--- src/rtl/mem_sram_access_ctrl_pkg.sv ---
// Shared definitions for the MEM-stage SRAM access controller.
// State encoding and the data-memory base address.
package arm_pkg;

    typedef enum logic [1:0] {
        IDLE,
        LO,
        HI,
        DONE
    } mem_state_t;

    localparam int DATA_MEM_BASE = 1024;

endpackage

--- src/rtl/mem_sram_access_ctrl_wait_counter.sv ---
// Wait-state counter for one SRAM halfword phase.
// tc flags the last clock of a phase (count == WAIT_CYCLES-1).
module sram_wait_counter #(
    parameter int WAIT_CYCLES = 2
) (
    input  logic clk,
    input  logic rst,
    input  logic clr,
    input  logic en,
    output logic tc
);

    localparam int CW = (WAIT_CYCLES > 1) ? $clog2(WAIT_CYCLES) : 1;

    logic [CW-1:0] cnt;

    always_ff @(posedge clk or posedge rst) begin
        if (rst) begin
            cnt <= '0;
        end else if (clr) begin
            cnt <= '0;
        end else if (en) begin
            cnt <= cnt + 1'b1;
        end
    end

    assign tc = (cnt == CW'(WAIT_CYCLES - 1));

endmodule

--- src/rtl/mem_sram_access_ctrl.sv ---
// 32-bit load/store over a 16-bit SRAM as two halfword phases.
// Freezes the pipeline (ready=0) until the word access completes.
module mem_sram_access_ctrl
    import arm_pkg::*;
#(
    parameter int WAIT_CYCLES = 2,
    parameter int ADDR_BASE   = DATA_MEM_BASE,
    parameter int SRAM_AW     = 18
) (
    input  logic               clk,
    input  logic               rst,
    input  logic               mem_r_en,
    input  logic               mem_w_en,
    input  logic [31:0]        addr,
    input  logic [31:0]        wdata,
    output logic [31:0]        rdata,
    output logic               ready,
    output logic [SRAM_AW-1:0] sram_addr,
    input  logic [15:0]        sram_dq_in,
    output logic [15:0]        sram_dq_out,
    output logic               sram_dq_oe,
    output logic               sram_we_n,
    output logic               sram_oe_n
);

    localparam int WW = SRAM_AW - 1;

    mem_state_t    state;
    logic          wr_q;
    logic [WW-1:0] w_q;
    logic [31:0]   wdata_q;
    logic          busy;
    logic          tc;
    logic          req;
    logic [31:0]   widx;
    logic [WW-1:0] w_next;

    assign req    = mem_r_en | mem_w_en;
    assign widx   = (addr - 32'(ADDR_BASE)) >> 2;
    assign w_next = WW'(widx);
    assign busy   = (state == LO) || (state == HI);

    // Freeze in the request cycle itself so EXE->MEM does not advance.
    assign ready = (state == IDLE) ? ~req : (state == DONE);

    sram_wait_counter #(
        .WAIT_CYCLES(WAIT_CYCLES)
    ) u_wait (
        .clk(clk),
        .rst(rst),
        .clr(~busy | tc),
        .en (busy),
        .tc (tc)
    );

    always_ff @(posedge clk or posedge rst) begin
        if (rst) begin
            state       <= IDLE;
            wr_q        <= 1'b0;
            w_q         <= '0;
            wdata_q     <= '0;
            rdata       <= '0;
            sram_addr   <= '0;
            sram_dq_out <= '0;
            sram_dq_oe  <= 1'b0;
            sram_we_n   <= 1'b1;
            sram_oe_n   <= 1'b1;
        end else begin
            unique case (state)
                IDLE: begin
                    if (req) begin
                        wr_q      <= mem_w_en;
                        w_q       <= w_next;
                        wdata_q   <= wdata;
                        sram_addr <= {w_next, 1'b0};
                        if (mem_w_en) begin
                            sram_we_n   <= 1'b0;
                            sram_dq_oe  <= 1'b1;
                            sram_dq_out <= wdata[15:0];
                        end else begin
                            sram_oe_n <= 1'b0;
                        end
                        state <= LO;
                    end
                end
                LO: begin
                    if (tc) begin
                        sram_addr <= {w_q, 1'b1};
                        if (wr_q) begin
                            sram_dq_out <= wdata_q[31:16];
                        end else begin
                            rdata[15:0] <= sram_dq_in;
                        end
                        state <= HI;
                    end
                end
                HI: begin
                    if (tc) begin
                        if (!wr_q) begin
                            rdata[31:16] <= sram_dq_in;
                        end
                        sram_we_n  <= 1'b1;
                        sram_oe_n  <= 1'b1;
                        sram_dq_oe <= 1'b0;
                        state      <= DONE;
                    end
                end
                DONE: begin
                    state <= IDLE;
                end
                default: begin
                    state <= IDLE;
                end
            endcase
        end
    end

endmodule

--- config.mk ---
export PLATFORM = sky130hd
export DESIGN_NAME = mem_sram_access_ctrl
export DESIGN_NICKNAME = d
export VERILOG_FILES = /design/src/rtl/mem_sram_access_ctrl_pkg.sv /design/src/rtl/mem_sram_access_ctrl_wait_counter.sv /design/src/rtl/mem_sram_access_ctrl.sv
export SDC_FILE = /design/constraint.sdc
export NUM_CORES = 1
export LEC_CHECK = 0
export BUFFER_PORTS_ARGS = -buffer_cell sky130_fd_sc_hd__buf_2
export CAP_MARGIN = 20
export CELL_PAD_IN_SITES_DETAIL_PLACEMENT = 0
export CELL_PAD_IN_SITES_GLOBAL_PLACEMENT = 1
export CORE_UTILIZATION = 35
export DETAILED_ROUTE_END_ITERATION = 10
export PLACE_DENSITY_LB_ADDON = 0.2
export SLEW_MARGIN = 20
export SYNTH_ARGS = -nofsm -noshare
export SYNTH_HDL_FRONTEND = slang
export SYNTH_SLANG_ARGS = --single-unit
--- constraint.sdc ---
create_clock -name clk -period 3.15 [get_ports clk]
set_clock_uncertainty 0.1 [all_clocks]
set_input_delay 0.315 -clock clk [delete_from_list [all_inputs] [get_ports clk]]
set_output_delay 0.315 -clock clk [all_outputs]
set_load 0.01 [all_outputs]
==> results of run 1 <==
-- through the flow --
step | hold slack, ns | cell area [µm²] | setup WS, ns
6_report | 0.07541 | 5727 | 0.6288
2_1_floorplan | 0.3268 | 4527 | 1.301
5_1_grt | 0.08652 | 5727 | 0.4455
3_5_place_dp | 0.3668 | 5396 | 0.7098
4_1_cts | 0.08417 | 5727 | 0.6196
3_3_place_gp | 0.3581 | 5396 | 0.8046
-- flip-flops by register name, indices dropped and copies added, names as in the netlist --
| signal | count |
|---|---|
| sram_dq_out | 16 |
| u_wait.tc | 1 |
| wdata_q | 16 |
| sram_dq_oe | 1 |
| sram_we_n | 1 |
| rdata | 32 |
| sram_oe_n | 1 |
| state | 2 |
| wr_q | 1 |
| w_q | 17 |
| sram_addr | 18 |
-- report_power, final --
part	switching [mW]	total (mW)	internal [mW]
Sequential	0.344	2.41	2.06
Combinational	1.35	2.54	1.19
Clock	0.489	1.23	0.741
Total	2.18	6.18	4.00
-- Yosys cell counts, drive strengths merged --
cell	n	area, µm²
or4	1	11.26
buf	18	101.3
nand2b	2	12.51
nor2b	3	18.77
or3	1	6.260
dfstp	2	52.55
clkbuf	3	12.51
or2	1	6.260
nor4	2	25.02
mux2i	24	240.2
xnor2	7	61.31
dfrtp	104	2603
o32a	1	10.01
mux2	59	664.4
nand3b	1	7.510
inv	8	30.03
a21oi	25	125.1
and2	1	6.260
nor3	2	10.01
o21ai	28	143.9
a211oi	1	12.51
o211ai	2	15.01
ha	5	62.56
nor3b	3	22.52
nand2	31	116.4
a32oi	2	17.52
nand3	2	10.01
nor2	27	101.4
a22o	2	17.52
-- worst reg2reg max path: cells and delay by family (launching register included) --
kind / cells / cell delay (ns)
flops: 1 / 0.42
buf+inv: 1 / 0.10
simple gates: 2 / 0.85
fa+ha+maj: 1 / 0.45
compound gates: 2 / 0.38
-- final cells by class --
type / instances / share of cell area (%)
clock inverter: 4 / 1.289
inverter: 8 / 0.5899
multi-input combinational: 233 / 30.41
clock buffer: 12 / 4.479
tap: 172 / 3.758
sequential: 106 / 46.36
timing repair buffer: 146 / 13.11
-- worst paths after layout --
kind	from	to	slack (ns)
worst max-delay path	state[1]	ready	0.63
worst min-delay path	rst	sram_addr[13]	0.08
worst max register to register	state[1]	sram_addr[17]	0.73
max in group asynchronous	rst	rdata[19]	2.38
worst min register to register	sram_addr[8]	sram_addr[8]	0.38
min in group clk	wdata[18]	wdata_q[18]	0.10
-- logic make-up (layout without fill, tap and decap cells) --
| logic type | count (synthesis) | after routing | synth area share, % |
|---|---|---|---|
| flops | 106 | 106 | 58.70 |
| fa+ha+maj | 5 | 5 | 1.383 |
| xor+xnor | 7 | 7 | 1.355 |
| mux | 83 | 83 | 20.00 |
| compound gates | 61 | 61 | 7.552 |
| buf+inv | 29 | 170 | 3.181 |
| simple gates | 77 | 77 | 7.829 |
-- metal layers --
metal	GRT usage (%)	vias to the layer above	share of wire (%)
met5	0	-	0
met4	6.581	0	1.5
met3	4.655	11	7.6
met2	24.39	98	45
met1	19.57	1538	46
li1	-	1538	-
-- cell usage in the layout, fill, tap and decap left out, drive strengths merged --
cell      Yosys  layout
a211oi        1       1
a21oi        25      25
a22o          2       2
a32oi         2       2
and2          1       1
buf          18     146
bufinv        0       2
clkbuf        3      12
clkinv        0       2
clkinvlp      0       1
dfrtp       104     104
dfstp         2       2
ha            5       5
inv           8       7
mux2         59      59
mux2i        24      24
nand2        31      31
nand2b        2       2
nand3         2       2
nand3b        1       1
nor2         27      27
nor2b         3       3
nor3          2       2
nor3b         3       3
nor4          2       2
o211ai        2       2
o21ai        28      28
o32a          1       1
or2           1       1
or3           1       1
or4           1       1
xnor2         7       7
==> results.md, run 1 <==
- Antenna viol nets, final: 0
- TritonCTS Buffers: 9
- Status: finished, final reports clean
- Syn Nets: 457
- Slowest cell on crit path: ha_1
- Total core area: roughly 0.013 mm²
- Filler-free cell count of the finished design: roughly 700
- Kind of critical path: reg -> out
- Footprint of the multi-input gates: 0.001742 mm²
- Fin util: between 40% and 50%
- Number of global-route vias before repair: ~3200
- Worst-path clk slew: approximately 0.070 ns
- GRT Util Overall: 15.39%
- Wirelength per Cell: approximately 14 µm
- First-pass iteration count of the detailed router: 4
- Overall Power: slightly above 6 mW
- CTS Buffer Depth: 2
- # resized after CTS: 0
- DRC: 0
- CP max FO: 12
- Synthesis Warnings: 0
- # Post-CTS Setup Buffers: 0
- CTS Hold Bufs: 0
- Clock sinks: roughly 110
- Netlist cell types: 34
- Hold Crit Class: in -> async
- DP Cell Count: about 670
- CTS H-tree depth: 3
- Clock latency at the later pin of the worst-skew pair: roughly 0.34 ns
- Total Nets Final: 593
- Initial antenna violation count: 0
- Layout cells sized above 1: between 40% and 50%
- Final worst-path cycle share: roughly 80%
- # fillers: approximately 1200
- Root cell of the clock tree: clkbuf_16
- Setup crit end kind: primary output
- Flops & latches, synth: 106
- Reg area: 0.002655 mm²
- Dpl hpwl: roughly 7 mm
- Iteration-0 DRC Markers: 151
- Buffers added on ports: between 100 and 150
- Largest net degree at the start of global routing: 56
- Crit-path max cell delay: 0.45 ns
- CP delay by family, top: simple AND/OR/NAND/NOR gates
- Die area: roughly 0.013 mm²
- Critical path depth: 6
- Critical Path AT: about 2.1 ns
- Seq/Total Area, Yosys: ~59%
- Average size of a mapped cell: ~12 µm²
- Count of final setup violators: 0
- CTS tree: yes
- Area growth from synthesis to layout: 26.61%
- Max Slew Vio Count: 0
- Placer Congestion: a little over 0.7
- Max IR drop VDD: between 300 and 400 µV
- Pleak: 2.644 nW
- Reg2Reg Depth: 6
- Ant diodes: 0
- Routed Wire Length: 9.823 mm
- Mapped Cells: between 300 and 400
- Crit path required time: roughly 2.7 ns
- Setup TNS: 0 ns
- Rows: a little over 40
- Post-Syn Area: between 0.004 and 0.005 mm²
- RSZ-0062 raised after global routing: no
- Max-cap viol count: 0
- Tmin final: roughly 2.5 ns
- CP Launch Type: flip-flop
- Tightest Pin Transition: ~0.84 ns
- F_max: approximately 400 MHz
- Pwr/cell area: 1078 mW/mm²
- IO Count: ~150
- Final hold vios: 0
- Total number of vias: 3185
- Overflow after GRT: 0
- Vias per cell: between 4 and 5
- Worst path cell trace: inv_1 -> ha_1 -> nor2b_1 -> nand2_1 -> o21ai_0 -> buf_2
- Initial Util: ~36%
- First-pass GRT wire length: between 15 and 20 mm
- Die height: around 120 µm
- Chip width: between 100 and 150 µm
- Slew margin rel.: roughly 44%
- CP bufs+invs: 2
Note: power is estimated with default switching activity, not from simulation.
==> run 2, diff against run 1 <==
==> constraint.sdc (replaced) <==
create_clock -name clk -period 2.2 [get_ports clk]
set_clock_uncertainty 0.1 [all_clocks]
set_input_delay 0.22 -clock clk [delete_from_list [all_inputs] [get_ports clk]]
set_output_delay 0.22 -clock clk [all_outputs]
set_load 0.01 [all_outputs]
==> results.md, run 2 (synthesis results as in run 1) <==
- Psw: 3.156 mW (+45%)
- Routed Wire Length: 9.768 mm (-0.56%)
- IO Count: 154 (unchanged)
- Final worst-path cycle share: between 90% and 100%
- Buffers added on ports: 138 (unchanged)
- Sw frac: 35.00% (-0.31 points)
- GRT Util Overall: 15.15% (-0.24 points)
- First-pass iteration count of the detailed router: 4 (unchanged)
- Largest Register: rdata
- Hold depth: 2
- Dpl hpwl: 6.729 mm (-3.7%)
- Iteration-0 DRC Markers: 127 (-16%)
- Int Power: 5.862 mW (+47%)
- Pwr/cell area: 1504 mW/mm² (+39%)
- Hold_ws: 0.01399 ns (-0.06142 ns)
- Count of final setup violators: 0 (unchanged)
- Slowest cell on crit path: dfrtp_1
- Clock power share: 18.9% (-1.0 points)
- Largest net degree at the start of global routing: 107 (+91%)
- Total number of vias: 3256 (+2.2%)
- Crit path required time: 1.88 ns (-0.85 ns)
- Vias per cell: 4.612 (-1.4%)
- Max-cap viol count: 0 (unchanged)
- Fin util: 47.52% (+2.1 points)
- Total Nets Final: 618 (+4.2%)
- Combinational share of power: 42.9% (+1.8 points)
- First-pass GRT wire length: 15.46 mm (-2.0%)
- Placer Congestion: 0.7292 (+2.0%)
- Sequential share of power: 38.2% (-0.8 points)
- Rows: 41 (unchanged)
- Final hold vios: 0 (unchanged)
- Hold Crit Class: in -> reg
- CTS Buffer Depth: 2 (unchanged)
- Number of global-route vias before repair: 3155 (-2.7%)
- # fillers: 1225 (-1.4%)
- CTS H-tree depth: 3 (unchanged)
- Min-delay src: sram_dq_in[5]
- Area growth from synthesis to layout: 32.59%
- Wirelength per Cell: 13.84 µm (-4.1%)
- Overall Power: 9.017 mW (+46%)
- Chip width: 115.7 µm (unchanged)
- Reg2Reg Setup Slack: 0.25 ns (-0.48 ns)
- Most frequent cells in the layout: buf_2, dfrtp_1, mux2_2
- Root cell of the clock tree: clkbuf_16
- TritonCTS Buffers: 9 (unchanged)
- Tightest Pin Transition: 0.6028 ns (-0.2328 ns)
- Kind of critical path: reg -> out
- Status: finished, final reports clean
- Overflow after GRT: 0 (unchanged)
- Total core area: 0.01262 mm² (unchanged)
- F_max: 490.2 MHz
- Critical Path AT: 1.72 ns (-0.39 ns)
- Die area: 0.01338 mm² (unchanged)
- RSZ-0062 raised after global routing: no
- Initial Util: 35.84% (unchanged)
- Antenna viol nets, final: 0 (unchanged)
- Clock latency at the later pin of the worst-skew pair: 0.35 ns (about the same)
- Clock sinks: 106 (unchanged)
- Tmin final: slightly above 2 ns
- Worst path cell trace: inv_1 -> ha_2 -> buf_6 -> nor2b_2 -> nand2_1 -> o21ai_0 -> buf_2
- Reg-to-reg endpoint: sram_addr[13]
- CP max FO: 9 (-3)
- CP Launch Type: flip-flop
- Setup crit end kind: primary output
- Layout cells sized above 1: 44.76% (-0.43 points)
- Die height: 115.7 µm (unchanged)
- Max IR drop VDD: 523.9 µV (+34%)
- Worst-path clk slew: 0.07 ns (about the same)
- Slew margin rel.: 59.81% (+16 points)
- Pleak: 2.763 nW (+4.5%)
- Largest register FFs: 32 (unchanged)
- Hold Crit Endpoint: rdata[21]
- Initial antenna violation count: 0 (unchanged)
- Top flop regs: rdata x32, sram_addr x18, w_q x17
- CTS tree: yes
- Commonest non-fill, non-tap cell in the layout: buf_2
- Max Slew Vio Count: 0 (unchanged)
- R2r startpoint: state[0]
- Ant diodes: 0 (unchanged)
- Setup TNS: 0 ns (unchanged)
- DRC: 0 (unchanged)
- Reg2Reg Depth: 7 (+1)
- Crit-path max cell delay: 0.40 ns (-0.05 ns)
run 2: cell count changes in the layout (fill, tap and decap cells not counted), sizes merged:
cell         change
clkbuf           -1
buf              +8
clkinv           +1
dlygate4sd3     +17
run 2: final cells by class:
type / instances / area [µm²] / share of cell area (%)
flip-flops and latches: 106 / 2655 / 44.27
well taps: 172 / 215.2 / 3.589
multi-input cells: 233 / 1747 / 29.13
inverters: 8 / 33.78 / 0.5633
clock inverters: 5 / 78.83 / 1.314
clock buffers: 11 / 232.7 / 3.881
repair buffers: 171 / 1035 / 17.25
run 2: worst max-delay path, delay by kind of cell, from the launching register on:
kind                     cells  cell delay (ns)
flip-flops                   1             0.40
adder cells (fa/ha/maj)      1             0.22
AO/OA/AOI/OAI                1             0.09
buffers and inverters        3             0.39
AND/OR/NAND/NOR              2             0.26
run 2: repair_timing:
action | in CTS | in global routing
gates resized for setup | 0 | 3
endpoints found under the hold margin | 120 | 0
endpoints found under the setup margin | 0 | 1
setup buffers | 0 | 2
hold buffers | 17 | 0
run 2: routing by layer:
layer / vias to the layer above / global-route usage, % / share of wire [%]
met5: - / 0 / 0
met3: 11 / 4.341 / 6.5
met1: 1550 / 19.26 / 47
met4: 0 / 7.179 / 1.8
met2: 102 / 23.87 / 44
li1: 1593 / - / -
run 2: worst max path at each step:
stage	from	endpoint	slack, ns	cells past startpoint
floorplan	state[1]	sram_addr[10]	0.35	9
global placement	state[1]	sram_addr[13]	0.23	7
detailed placement	state[0]	sram_dq_out[1]	0.20	9
CTS	state[0]	ready	0.03	7
global route	state[0]	ready	0.02	7
finish	state[0]	ready	0.16	7
run 2: per-stage QoR:
step / std cells / cell area, µm² / setup WS, ns
after floorplan: 368 / 4527 / 0.3507
after global placement: 671 / 5492 / 0.2261
after detailed placement: 671 / 5492 / 0.2023
after CTS: 704 / 5973 / 0.02989
after global routing: 706 / 5997 / 0.02347
final: 706 / 5997 / 0.1601
run 2: power by group through the flow:
stage               Sequential (mW)  Clock, mW  Combinational [mW]
floorplan                      3.71          0                2.22
global placement               3.44          0                3.80
detailed placement             3.50          0                3.86
CTS                            3.46       1.76                3.89
global route                   3.57       1.82                4.31
finish                         3.45       1.70                3.87
